**src/rtl/bp_be_issue_queue_nwide.sv**
```systemverilog
// N-wide BE issue queue with speculative read pointer and commit checkpoint.
// Optional same-cycle enqueue-to-dequeue forwarding: BP_BE_ISSUE_QUEUE_BYPASS_EN.
module bp_be_issue_queue_nwide #(
  parameter int width_p     = 128,
  parameter int els_p       = 16,
  parameter int enq_width_p = 2,
  parameter int deq_width_p = 2
) (
  input  logic                                 clk_i,
  input  logic                                 reset_i,
  input  logic                                 clr_i,
  input  logic                                 roll_i,
  input  logic [enq_width_p-1:0]               enq_v_i,
  input  logic [enq_width_p*width_p-1:0]       enq_data_i,
  output logic                                 enq_ready_o,
  output logic [deq_width_p-1:0]               deq_v_o,
  output logic [deq_width_p*width_p-1:0]       deq_data_o,
  input  logic [deq_width_p-1:0]               deq_yumi_i,
  input  logic [$clog2(deq_width_p+1)-1:0]     cmt_cnt_i,
  output logic [$clog2(els_p+1)-1:0]           count_o
);

  localparam int idx_w = $clog2(els_p);
  localparam int ptr_w = idx_w + 1;

  typedef logic [ptr_w-1:0] ptr_t;

  ptr_t wptr_r, rptr_r, cptr_r;
  logic [width_p-1:0] mem_r [els_p];

  ptr_t count, avail;
  ptr_t enq_n, deq_n, cptr_n;
  logic [enq_width_p-1:0] enq_acc;

  function automatic ptr_t pop_enq(input logic [enq_width_p-1:0] v);
    ptr_t n;
    n = '0;
    for (int i = 0; i < enq_width_p; i++) n = n + ptr_t'(v[i]);
    return n;
  endfunction

  function automatic ptr_t pop_deq(input logic [deq_width_p-1:0] v);
    ptr_t n;
    n = '0;
    for (int i = 0; i < deq_width_p; i++) n = n + ptr_t'(v[i]);
    return n;
  endfunction

  // Occupancy is measured from the commit point, so speculative reads
  // never free space for the producer.
  assign count       = wptr_r - cptr_r;
  assign avail       = wptr_r - rptr_r;
  assign count_o     = count;
  assign enq_ready_o = (ptr_t'(els_p) - count) >= ptr_t'(enq_width_p);
  assign enq_acc     = enq_v_i & {enq_width_p{enq_ready_o & ~clr_i}};

  assign enq_n  = pop_enq(enq_acc);
  assign deq_n  = pop_deq(deq_yumi_i);
  assign cptr_n = cptr_r + ptr_t'(cmt_cnt_i);

`ifdef BP_BE_ISSUE_QUEUE_BYPASS_EN
  logic bypass;
  assign bypass = (wptr_r == rptr_r) & ~clr_i;
`endif

  for (genvar g = 0; g < deq_width_p; g++) begin : lane
    logic [idx_w-1:0] ra;
    assign ra = rptr_r[idx_w-1:0] + idx_w'(g);
`ifdef BP_BE_ISSUE_QUEUE_BYPASS_EN
    logic               bv;
    logic [width_p-1:0] bd;
    if (g < enq_width_p) begin : fwd
      assign bv = enq_v_i[g] & enq_ready_o;
      assign bd = enq_data_i[g*width_p +: width_p];
    end else begin : nofwd
      assign bv = 1'b0;
      assign bd = '0;
    end
    assign deq_v_o[g] = bypass ? bv : (avail > ptr_t'(g));
    assign deq_data_o[g*width_p +: width_p] = bypass ? bd : mem_r[ra];
`else
    assign deq_v_o[g] = avail > ptr_t'(g);
    assign deq_data_o[g*width_p +: width_p] = mem_r[ra];
`endif
  end

  always_ff @(posedge clk_i) begin
    if (reset_i) begin
      wptr_r <= '0;
      rptr_r <= '0;
      cptr_r <= '0;
    end else begin
      cptr_r <= cptr_n;
      priority case (1'b1)
        clr_i: begin
          wptr_r <= cptr_n;
          rptr_r <= cptr_n;
        end
        roll_i: begin
          wptr_r <= wptr_r + enq_n;
          rptr_r <= cptr_n;
        end
        default: begin
          wptr_r <= wptr_r + enq_n;
          rptr_r <= rptr_r + deq_n;
        end
      endcase
    end
  end

  always_ff @(posedge clk_i) begin
    for (int i = 0; i < enq_width_p; i++) begin
      if (enq_acc[i])
        mem_r[wptr_r[idx_w-1:0] + idx_w'(i)] <= enq_data_i[i*width_p +: width_p];
    end
  end

endmodule

```
**config.mk**
```make
export PLATFORM = sky130hd
export DESIGN_NAME = bp_be_issue_queue_nwide
export DESIGN_NICKNAME = d
export VERILOG_FILES = /design/src/rtl/bp_be_issue_queue_nwide.sv
export SDC_FILE = /design/constraint.sdc
export NUM_CORES = 2
export LEC_CHECK = 0
export BUFFER_PORTS_ARGS = -buffer_cell sky130_fd_sc_hd__buf_2
export CORE_UTILIZATION = 36
export DETAILED_ROUTE_END_ITERATION = 10
export SLEW_MARGIN = 25
export SYNTH_ARGS = -nofsm -noshare
export SYNTH_HDL_FRONTEND = slang
export SYNTH_SLANG_ARGS = --single-unit
```
**constraint.sdc**
```tcl
create_clock -name clk_i -period 13.9 [get_ports clk_i]
set_input_delay 2.085 -clock clk_i [delete_from_list [all_inputs] [get_ports clk_i]]
set_output_delay 2.085 -clock clk_i [all_outputs]
set_load 0.005 [all_outputs]
```
==> qor.csv <==
stage,metric,value,unit
critical_path,slack of the worst reg-to-reg path,7580,ps
clocking,Hold Buf Count CTS,0,
synth,synthesized area,121000,µm²
final_layout,layout cells sized above 1,62.7,%
grt,vias in the first global route,71600,
clocking,Clock transition at path regs,60,ps
min_path,min-delay worst type,reg -> reg,
timing,max frequency,0.118,GHz
critical_path,required time worst endpoint,11810,ps
grt,initial antenna violation count,115,
synth,"count leader, synth",edfxtp_1,
detailed_routing,Vias/cell,6.29,
clocking,CTS tree,built,
synth,number of synthesized register bits,2063,
synth,sequential share of the synthesized area,51.2,%
timing,Least-Margin Pin Slew,1440,ps
timing,final setup vio count,0,
synth,top cell type's share of synthesized area,51.0,%
die,Starting Density,36.2,%
synth,synthesized instance count,6345,
grt,remaining global-route overflow,0,
detailed_routing,drt wl/cell,36.9,µm
clocking,Root Driver,clkbuf_16,
synth,ranking of synthesized cells by area,"edfxtp_1 (51%), mux4_2 (24%), mux2_2 (14%)",
die,core area,333000,µm²
synth,post-synthesis cell type count,46,
timing,final clock skew,47.4,ps
timing,RSZ-0062 raised after global routing,false,
critical_path,WS Path Type,reg -> out,
timing,period utilization,60.8,%
timing,Final Max Tran Viols,0,
die,Die Span Y,581,µm
final_layout,number of nets in the layout,6807,
place,Routability Congestion,0.785,
pwr,Lkg Pwr,42.0,nW
detailed_routing,Post-Route WL,412000,µm
synth,Synth async-reset ratio,0,%
timing,Max transition margin,3.68,%
synth,Synth Net Count,6631,
die,# IOs,530,
clocking,Clock Sink Count,2063,
grt,first-pass GRT wire length,573000,µm
run_status,status,finished clean,
timing,final hold violation count,0,
pwr,pwr dens,132,nW/µm²
synth,dominant cell type by area after synthesis,edfxtp_1,
critical_path,crit end category,primary output,
clocking,# resized after CTS,0,
pwr,worst vdd ir,0.114,mV
synth,synthesized area per cell,19.0,µm²
synth,"Top FF cell, synth",edfxtp_1,
flow_run,max cap viols,0,
detailed_routing,DRC violations left,0,
timing,setup tns final,0,ps
critical_path,largest fanout on the critical path,113,
timing,Period minus WS final,8450,ps
detailed_routing,First-pass DRT Iterations,6,
place,number of port buffers,529,
clocking,Max Root-Sink Buffers,4,
final_layout,area delta synth->final,11.2,%
clocking,Post-CTS Setup Bufs,0,
detailed_routing,1st-iter DRT viols,7868,
critical_path,WP data arrival,6360,ps
detailed_routing,Post-DRT Antenna Nets,0,
clocking,TritonCTS Buffers,243,
place,DP Wirelength,222000,µm
final_layout,Final Core Density,40.3,%
synth,most frequent cells after synthesis,"edfxtp_1 (2,048), mux2_2 (1,543), mux4_2 (1,280)",
synth,synth warn,0,
clocking,Worst-Skew Late Latency,970,ps
grt,pin count of the biggest net entering global routing,141,
die,Die W,581,µm
detailed_routing,vias,70100,
grt,Total GRT Usage,23.9,%
die,full die area,338000,µm²
die,Std-Cell Rows,212,
synth,number of synthesized flops with an enable pin,2048,
clocking,H-tree depth,4,
critical_path,crit path launch type,flip-flop,
[critical path, stage by stage, from the launching register on]
cell and delay [ps]:
dfxtp_4 840, buf_12 660, buf_12 340, buf_16 470, buf_6 680, buf_4 720
mux4_2 600, mux4_2 520, buf_2 160
[registers in the layout, indices dropped and copies added, names as in the netlist]
register and count:
wptr_r 5, rptr_r 5, mem_r 2048, cptr_r 5
[stage by stage]
step	total power [W]	worst slack [ps]	instance area [µm²]	cells	hold slack (ps)
final	0.0177	5450	134000	11100	602
after global routing	0.0182	5060	134000	11100	605
after CTS	0.0178	4960	134000	11100	598
after detailed placement	0.0114	6010	126000	10700	582
after global placement	0.0113	6160	126000	10700	579
after floorplan	0.00991	1920	121000	6345	503
[worst paths after layout]
check             startpoint         endpoint  cells past startpoint
setup / recovery   rptr_r[0]  deq_data_o[189]                      8
setup reg to reg   wptr_r[1]     mem_r[5][69]                     12
hold / removal     cptr_r[2]        cptr_r[2]                      2
hold reg to reg    cptr_r[2]        cptr_r[2]                      2
[report_power, final]
group	leakage, nW	switching [W]	internal [W]
Combinational	19.6	0.00214	0.00189
Sequential	18.6	0.000113	0.00710
Clock	3.83	0.00276	0.00368
Total	42.0	0.00501	0.0127
[kinds of logic (layout without fill, tap and decap cells)]
group	after synthesis	in the layout	synth area share, %
multiplexers	3330	3330	44.0
flip-flops	2063	2063	51.2
buffers and inverters	794	1174	3.79
AND/OR/NAND/NOR	74	74	0.274
AO/OA/AOI/OAI	45	45	0.359
adder cells (fa/ha/maj)	20	20	0.238
XOR/XNOR	19	19	0.144
other	0	37	0
[layout make-up]
type	count	area (µm²)
tap	4387	5490
clock inverter	159	1570
fill	29600	199000
antenna	37	92.6
inverter	22	90.1
sequential	2063	61800
multi-input combinational	3488	54600
clock buffer	290	6280
timing repair buffer	703	4340
[layer usage]
layer  track usage, %  share of wire (%)  up-vias
li1                 -                  -    27200
met1             31.8                 40    38600
met4             7.05                3.3       68
met3             4.82                8.4      738
met5                0              0.092        -
met2             39.3                 48     3481
[layout by cell type, fill, tap and decap left out, types with 5 or more instances in the layout]
cell type   Yosys  layout
inv_6           0       6
a211oi_1       13       7
inv_1          21      21
clkinv_1        1      62
edfxtp_1     2048    2048
a21oi_4         0       8
clkbuf_16       0     244
mux2_2       1543    1543
clkbuf_1      439      46
mux2_1        198     198
fa_1            5       5
xnor2_1        10       8
nand2_1        13      13
mux4_2       1280    1280
buf_2          82     529
diode_2         0      37
nor2_1         33      24
a21oi_1         9       5
mux2_4        308     308
buf_6          84      11
bufinv_16       0      25
buf_4          15     138
buf_12         38      21
dfxtp_1        15      12
clkinvlp_4      0       5
clkinv_2        0      47
xor2_1          8       8
ha_1           15      14
nor2_4          0       9
a211oi_4        5      12
nand3_1         8       8
No activity file was read; power rests on OpenSTA's default activity.
